--- src/rtl/cdb_pkg.sv ---
// Shared common-data-bus packet layout for the CDB scheduler, reservation stations
// and register-status logic.
package cdb_pkg;

    localparam int unsigned REG_W    = 4;
    localparam int unsigned LINE_W   = 3;
    localparam int unsigned VALUE_W  = 16;
    localparam int unsigned RESULT_W = REG_W + LINE_W + VALUE_W;

    localparam int unsigned VALUE_LSB = 0;
    localparam int unsigned LINE_LSB  = VALUE_LSB + VALUE_W;
    localparam int unsigned REG_LSB   = LINE_LSB + LINE_W;

    // Field order matches the wire packing {dest_reg, rs_line, value}.
    typedef struct packed {
        logic [REG_W-1:0]   dest_reg;
        logic [LINE_W-1:0]  rs_line;
        logic [VALUE_W-1:0] value;
    } cdb_result_t;

    function automatic cdb_result_t make_result(
        input logic [REG_W-1:0]   dest_reg,
        input logic [LINE_W-1:0]  rs_line,
        input logic [VALUE_W-1:0] value
    );
        cdb_result_t r;
        r.dest_reg = dest_reg;
        r.rs_line  = rs_line;
        r.value    = value;
        return r;
    endfunction

endpackage

--- src/rtl/rr_arbiter.sv ---
// Combinational round-robin arbiter: one-hot grant to the first request found
// scanning from ptr upward, wrapping modulo N.
module rr_arbiter #(
    parameter int unsigned N     = 3,
    parameter int unsigned IDX_W = $clog2(N)
) (
    input  logic [N-1:0]     req,
    input  logic [IDX_W-1:0] ptr,
    output logic [N-1:0]     grant,
    output logic [IDX_W-1:0] grant_idx,
    output logic             grant_any
);

    // Two passes (indices at/above ptr, then below) give the wrapped priority order.
    always_comb begin
        grant     = '0;
        grant_idx = '0;
        grant_any = 1'b0;
        for (int i = 0; i < N; i++) begin
            if (!grant_any && req[i] && (IDX_W'(i) >= ptr)) begin
                grant[i]  = 1'b1;
                grant_idx = IDX_W'(i);
                grant_any = 1'b1;
            end
        end
        for (int i = 0; i < N; i++) begin
            if (!grant_any && req[i] && (IDX_W'(i) < ptr)) begin
                grant[i]  = 1'b1;
                grant_idx = IDX_W'(i);
                grant_any = 1'b1;
            end
        end
    end

endmodule

--- src/rtl/cdb_arbiter.sv ---
// Common-data-bus scheduler: one holding slot per functional unit, one round-robin
// broadcast per cycle. Define CDB_BYPASS_EN to let a fresh result go straight to the CDB.
module cdb_arbiter #(
    parameter int unsigned N_UNITS  = 3,
    parameter int unsigned RESULT_W = cdb_pkg::RESULT_W,
    parameter int unsigned SRC_W    = $clog2(N_UNITS)
) (
    input  logic                          clock,
    input  logic                          reset,
    input  logic                          flush,
    input  logic [N_UNITS-1:0]            fu_done,
    input  logic [N_UNITS*RESULT_W-1:0]   fu_solution,
    output logic [N_UNITS-1:0]            fu_ready,
    output logic                          cdb_valid,
    output logic [RESULT_W-1:0]           cdb_data,
    output logic [SRC_W-1:0]              cdb_src,
    output logic                          overflow
);

    logic [N_UNITS-1:0]  hold_valid;
    logic [RESULT_W-1:0] hold_data [N_UNITS];
    logic [SRC_W-1:0]    rr_ptr;

    logic [N_UNITS-1:0]  cand;
    logic [N_UNITS-1:0]  grant;
    logic [N_UNITS-1:0]  bypass;
    logic [N_UNITS-1:0]  store;
    logic [SRC_W-1:0]    grant_idx;
    logic                grant_any;
    logic                drop;
    logic [RESULT_W-1:0] bcast_data;

    // A slot accepts a new result when empty or when it is being drained this cycle.
    assign fu_ready = ~hold_valid | grant;

`ifdef CDB_BYPASS_EN
    // An empty slot is always ready, so done alone qualifies; this avoids a ready/grant loop.
    assign cand   = hold_valid | fu_done;
    assign bypass = grant & ~hold_valid;
`else
    assign cand   = hold_valid;
    assign bypass = '0;
`endif

    assign store = fu_done & fu_ready & ~bypass;
    assign drop  = |(fu_done & ~fu_ready);

    rr_arbiter #(
        .N     (N_UNITS),
        .IDX_W (SRC_W)
    ) u_rr (
        .req       (cand),
        .ptr       (rr_ptr),
        .grant     (grant),
        .grant_idx (grant_idx),
        .grant_any (grant_any)
    );

    // Broadcast source: the held result, or the incoming one when it is bypassed.
    always_comb begin
        bcast_data = '0;
        for (int i = 0; i < N_UNITS; i++) begin
            if (grant[i]) begin
                bcast_data = hold_valid[i] ? hold_data[i]
                                           : fu_solution[i*RESULT_W +: RESULT_W];
            end
        end
    end

    always_ff @(posedge clock) begin
        if (reset) begin
            cdb_valid  <= 1'b0;
            cdb_data   <= '0;
            cdb_src    <= '0;
            overflow   <= 1'b0;
            hold_valid <= '0;
            rr_ptr     <= '0;
        end else if (flush) begin
            cdb_valid  <= 1'b0;
            hold_valid <= '0;
        end else begin
            cdb_valid <= grant_any;
            if (grant_any) begin
                cdb_data <= bcast_data;
                cdb_src  <= grant_idx;
                rr_ptr   <= (grant_idx == SRC_W'(N_UNITS - 1)) ? '0 : grant_idx + SRC_W'(1);
            end
            hold_valid <= (hold_valid & ~grant) | store;
            if (drop) begin
                overflow <= 1'b1;
            end
        end
    end

    // Payload storage needs no reset; hold_valid qualifies it.
    always_ff @(posedge clock) begin
        for (int i = 0; i < N_UNITS; i++) begin
            if (!reset && !flush && store[i]) begin
                hold_data[i] <= fu_solution[i*RESULT_W +: RESULT_W];
            end
        end
    end

endmodule
--- config.mk ---
export PLATFORM = sky130hd
export DESIGN_NAME = cdb_arbiter
export DESIGN_NICKNAME = d
export VERILOG_FILES = /design/src/rtl/cdb_pkg.sv /design/src/rtl/rr_arbiter.sv /design/src/rtl/cdb_arbiter.sv
export SDC_FILE = /design/constraint.sdc
export NUM_CORES = 1
export LEC_CHECK = 0
export BUFFER_PORTS_ARGS = -buffer_cell sky130_fd_sc_hd__buf_4
export CORE_MARGIN = 1
export CORE_UTILIZATION = 40
export DETAILED_ROUTE_END_ITERATION = 10
export HOLD_SLACK_MARGIN = 0.15
export PLACE_DENSITY = 0.72
export SETUP_SLACK_MARGIN = 0.4
export SLEW_MARGIN = 20
export SYNTH_ARGS = -nofsm -noshare
export SYNTH_HDL_FRONTEND = slang
export SYNTH_HIERARCHICAL = 1
export SYNTH_SLANG_ARGS = --single-unit
--- constraint.sdc ---
create_clock -name clock -period 2.8 [get_ports clock]
set_input_delay 0.14 -clock clock [delete_from_list [all_inputs] [get_ports clock]]
set_output_delay 0.14 -clock clock [all_outputs]
set_load 0.05 [all_outputs]
==> reports/metrics.csv <==
metric;value;unit
status;finished, final reports clean;
p_leak;2.42;nW
crit_family;compound AO/OA/AOI/OAI gates;
synthMuxAreaShare;18.5;%
synth-xor-area-share;0;%
portBuffers;104;
synth_top_family_by_area;multiplexers;
timing.hold.worst.class;primary input to flip-flop;
timing.slew.headroom;59.9;%
crit_chain;nor3b_2 > o31a_1 > buf_6 > and2b_2 > buf_4 > a222oi_1 > a211oi_1;
vias;3419;
synth_top_cell_by_area;edfxtp_1;
worst_setup_path_start_kind;flip-flop;
rows;38;
first_global_vias;3705;
cts_buffers;9;
synthCells;312;
avgSynthCellArea;14.4;sq um
final_cell_mix;122 x buf_4, 74 x dlygate4sd3_1, 69 x edfxtp_1;
synth_area_leaders;edfxtp_1 46%, dfxtp_1 14%, mux2_2 13%, a222oi_1 5.1%, mux2_4 5.0%;
synthAdderAreaFrac;0;%
fmax;434;MHz
core_region_area;10900;sq um
initial_core_util;41.3;%
crit_required;3030;ps
grt_pass1_wl;18.9;mm
final_antenna_net_count;0;
grt_start_max_net_pins;32;
die_x;108;um
power.density;495;nW/um^2
tritoncts;built;
synthSimpleGateAreaFrac;5.93;%
cts.clk_slew.worst_paths;100;ps
fin_skew;18.6;ps
synth_enable_flop_cells;69;
synth_flop_cell;edfxtp_1;
syn_nets;387;
critical_path_class;flip-flop to flip-flop;
p_total;3.19;mW
tightestPinTransition;601;ps
diodes;0;
gp_congestion;0.789;
drc_errors;0;
setup_viol;0;
seq_area_frac_synth;60.4;%
cts_root_buf;clkbuf_8;
fin_setup_tns;0;ps
critPathMaxStageDelay;440;ps
grt_overflow;0;
grt_antenna_before_repair;0;
cp.arrival;2540;ps
synth.distinct_cells;31;
vias_per_cell;5.32;
die_h;108;um
synth.yosys.warnings;6;
track_usage;21.5;%
clock_latency;370;ps
drtIter0Drc;218;
ys_seq_elements;101;
cap_violations;0;
nNetsFinal;573;
clock_path_buffers;2;
worstPathMaxFanout;17;
clock-sinks;101;
grt_setup_unrepaired;true;
final_common_cell;buf_4;
wl;12.1;mm
path_buf_inv;2;
die-area;11700;sq um
period_share;82.3;%
hold_viol;0;
htree_levels;3;
synth_area;4490;sq um
hpwl;7.53;mm
cp_slowest_cell;dfxtp_2;
slew_violations;0;
vdd_drop_max;0.287;mV
synth_compound_area_share;11.3;%
wire_per_inst;18.8;um
syn_to_final_growth;43.2;%
io_pins;105;
drive_gt1_share;43.7;%
synthArstFlopShare;0;%
period_needed;2310;ps
setup.worst_path.end_class;flip-flop;
drt-pass1-iter-count;5;
yosysTopAreaCellShare;46.1;%
==> synthesized netlist by cell type (all sizes together) (2+ instances only) <==
master  count
nand2       7
o31a        2
a21oi       4
mux2       69
nor2       27
a221oi      2
edfxtp     69
dfxtp      32
or3         2
nor3b       2
nand3b      4
nor2b       2
nand2b      5
and3        3
buf        15
a211oi     23
clkbuf      9
a222oi     23
a21boi      3
inv         5
==> cells by family (layout without fill, tap and decap cells) <==
logic type	count (synthesis)	after routing
multiplexers	69	69
buffers and inverters	29	219
flip-flops	101	101
AO/OA/AOI/OAI	60	60
AND/OR/NAND/NOR	53	54
==> final cells by class <==
class	instances	area (sq um)
fillers	827	4450
flip-flops and latches	101	2720
repair buffers	198	1690
multi-input cells	183	1660
well taps	140	175
clock buffers	11	131
clock inverters	5	45.0
inverters	5	18.8
==> where the power goes <==
part | internal (mW) | total, mW | switching (mW)
Combinational | 0.317 | 0.630 | 0.313
Sequential | 1.66 | 1.69 | 0.0346
Clock | 0.338 | 0.865 | 0.527
Total | 2.31 | 3.19 | 0.875
==> path summary, 6_finish.rpt <==
path / start / end / slack, ps / cells after the start
setup reg to reg: cand[1] / cdb_data[3] / 490 / 7
setup / recovery: cand[1] / cdb_data[3] / 490 / 7
hold / removal: reset / cdb_valid / 170 / 2
hold reg to reg: cdb_src[1] / cdb_src[1] / 470 / 2
==> through the flow <==
step	instance area, sq um	worst slack, ps	util [%]	cells	hold slack [ps]
after floorplan	4500	545	-	312	239
after global placement	5410	367	49.7	545	326
after detailed placement	5410	247	49.7	545	329
after CTS	6360	363	58.5	637	170
after global routing	6430	385	59.1	643	180
final	6430	495	59.1	643	174
==> timing repair <==
action                                  4_1_cts  5_1_grt
gates cloned                                  1        0
hold buffers                                 74        0
gates resized for setup                       5        4
buffers inserted                              1        6
endpoints found under the setup margin       59       73
pin swaps                                     2        3
hold endpoints to repair                     73        0
==> flip-flops by register name, indices dropped and copies added (netlist names) <==
register	flops
rr_ptr	2
cdb_src	2
cdb_valid	1
hold_data	69
cdb_data	23
overflow	1
cand	3
==> per-layer routing <==
layer,vias up,share of wire [%],wire length (um),GRT usage (%)
met5,-,0,0,0
met4,0,1.0,121,5.38
li1,1616,-,-,-
met2,122,53,6410,39.9
met1,1671,42,5020,25.3
met3,10,4.5,542,4.34
No activity file was read; power rests on OpenSTA's default activity.
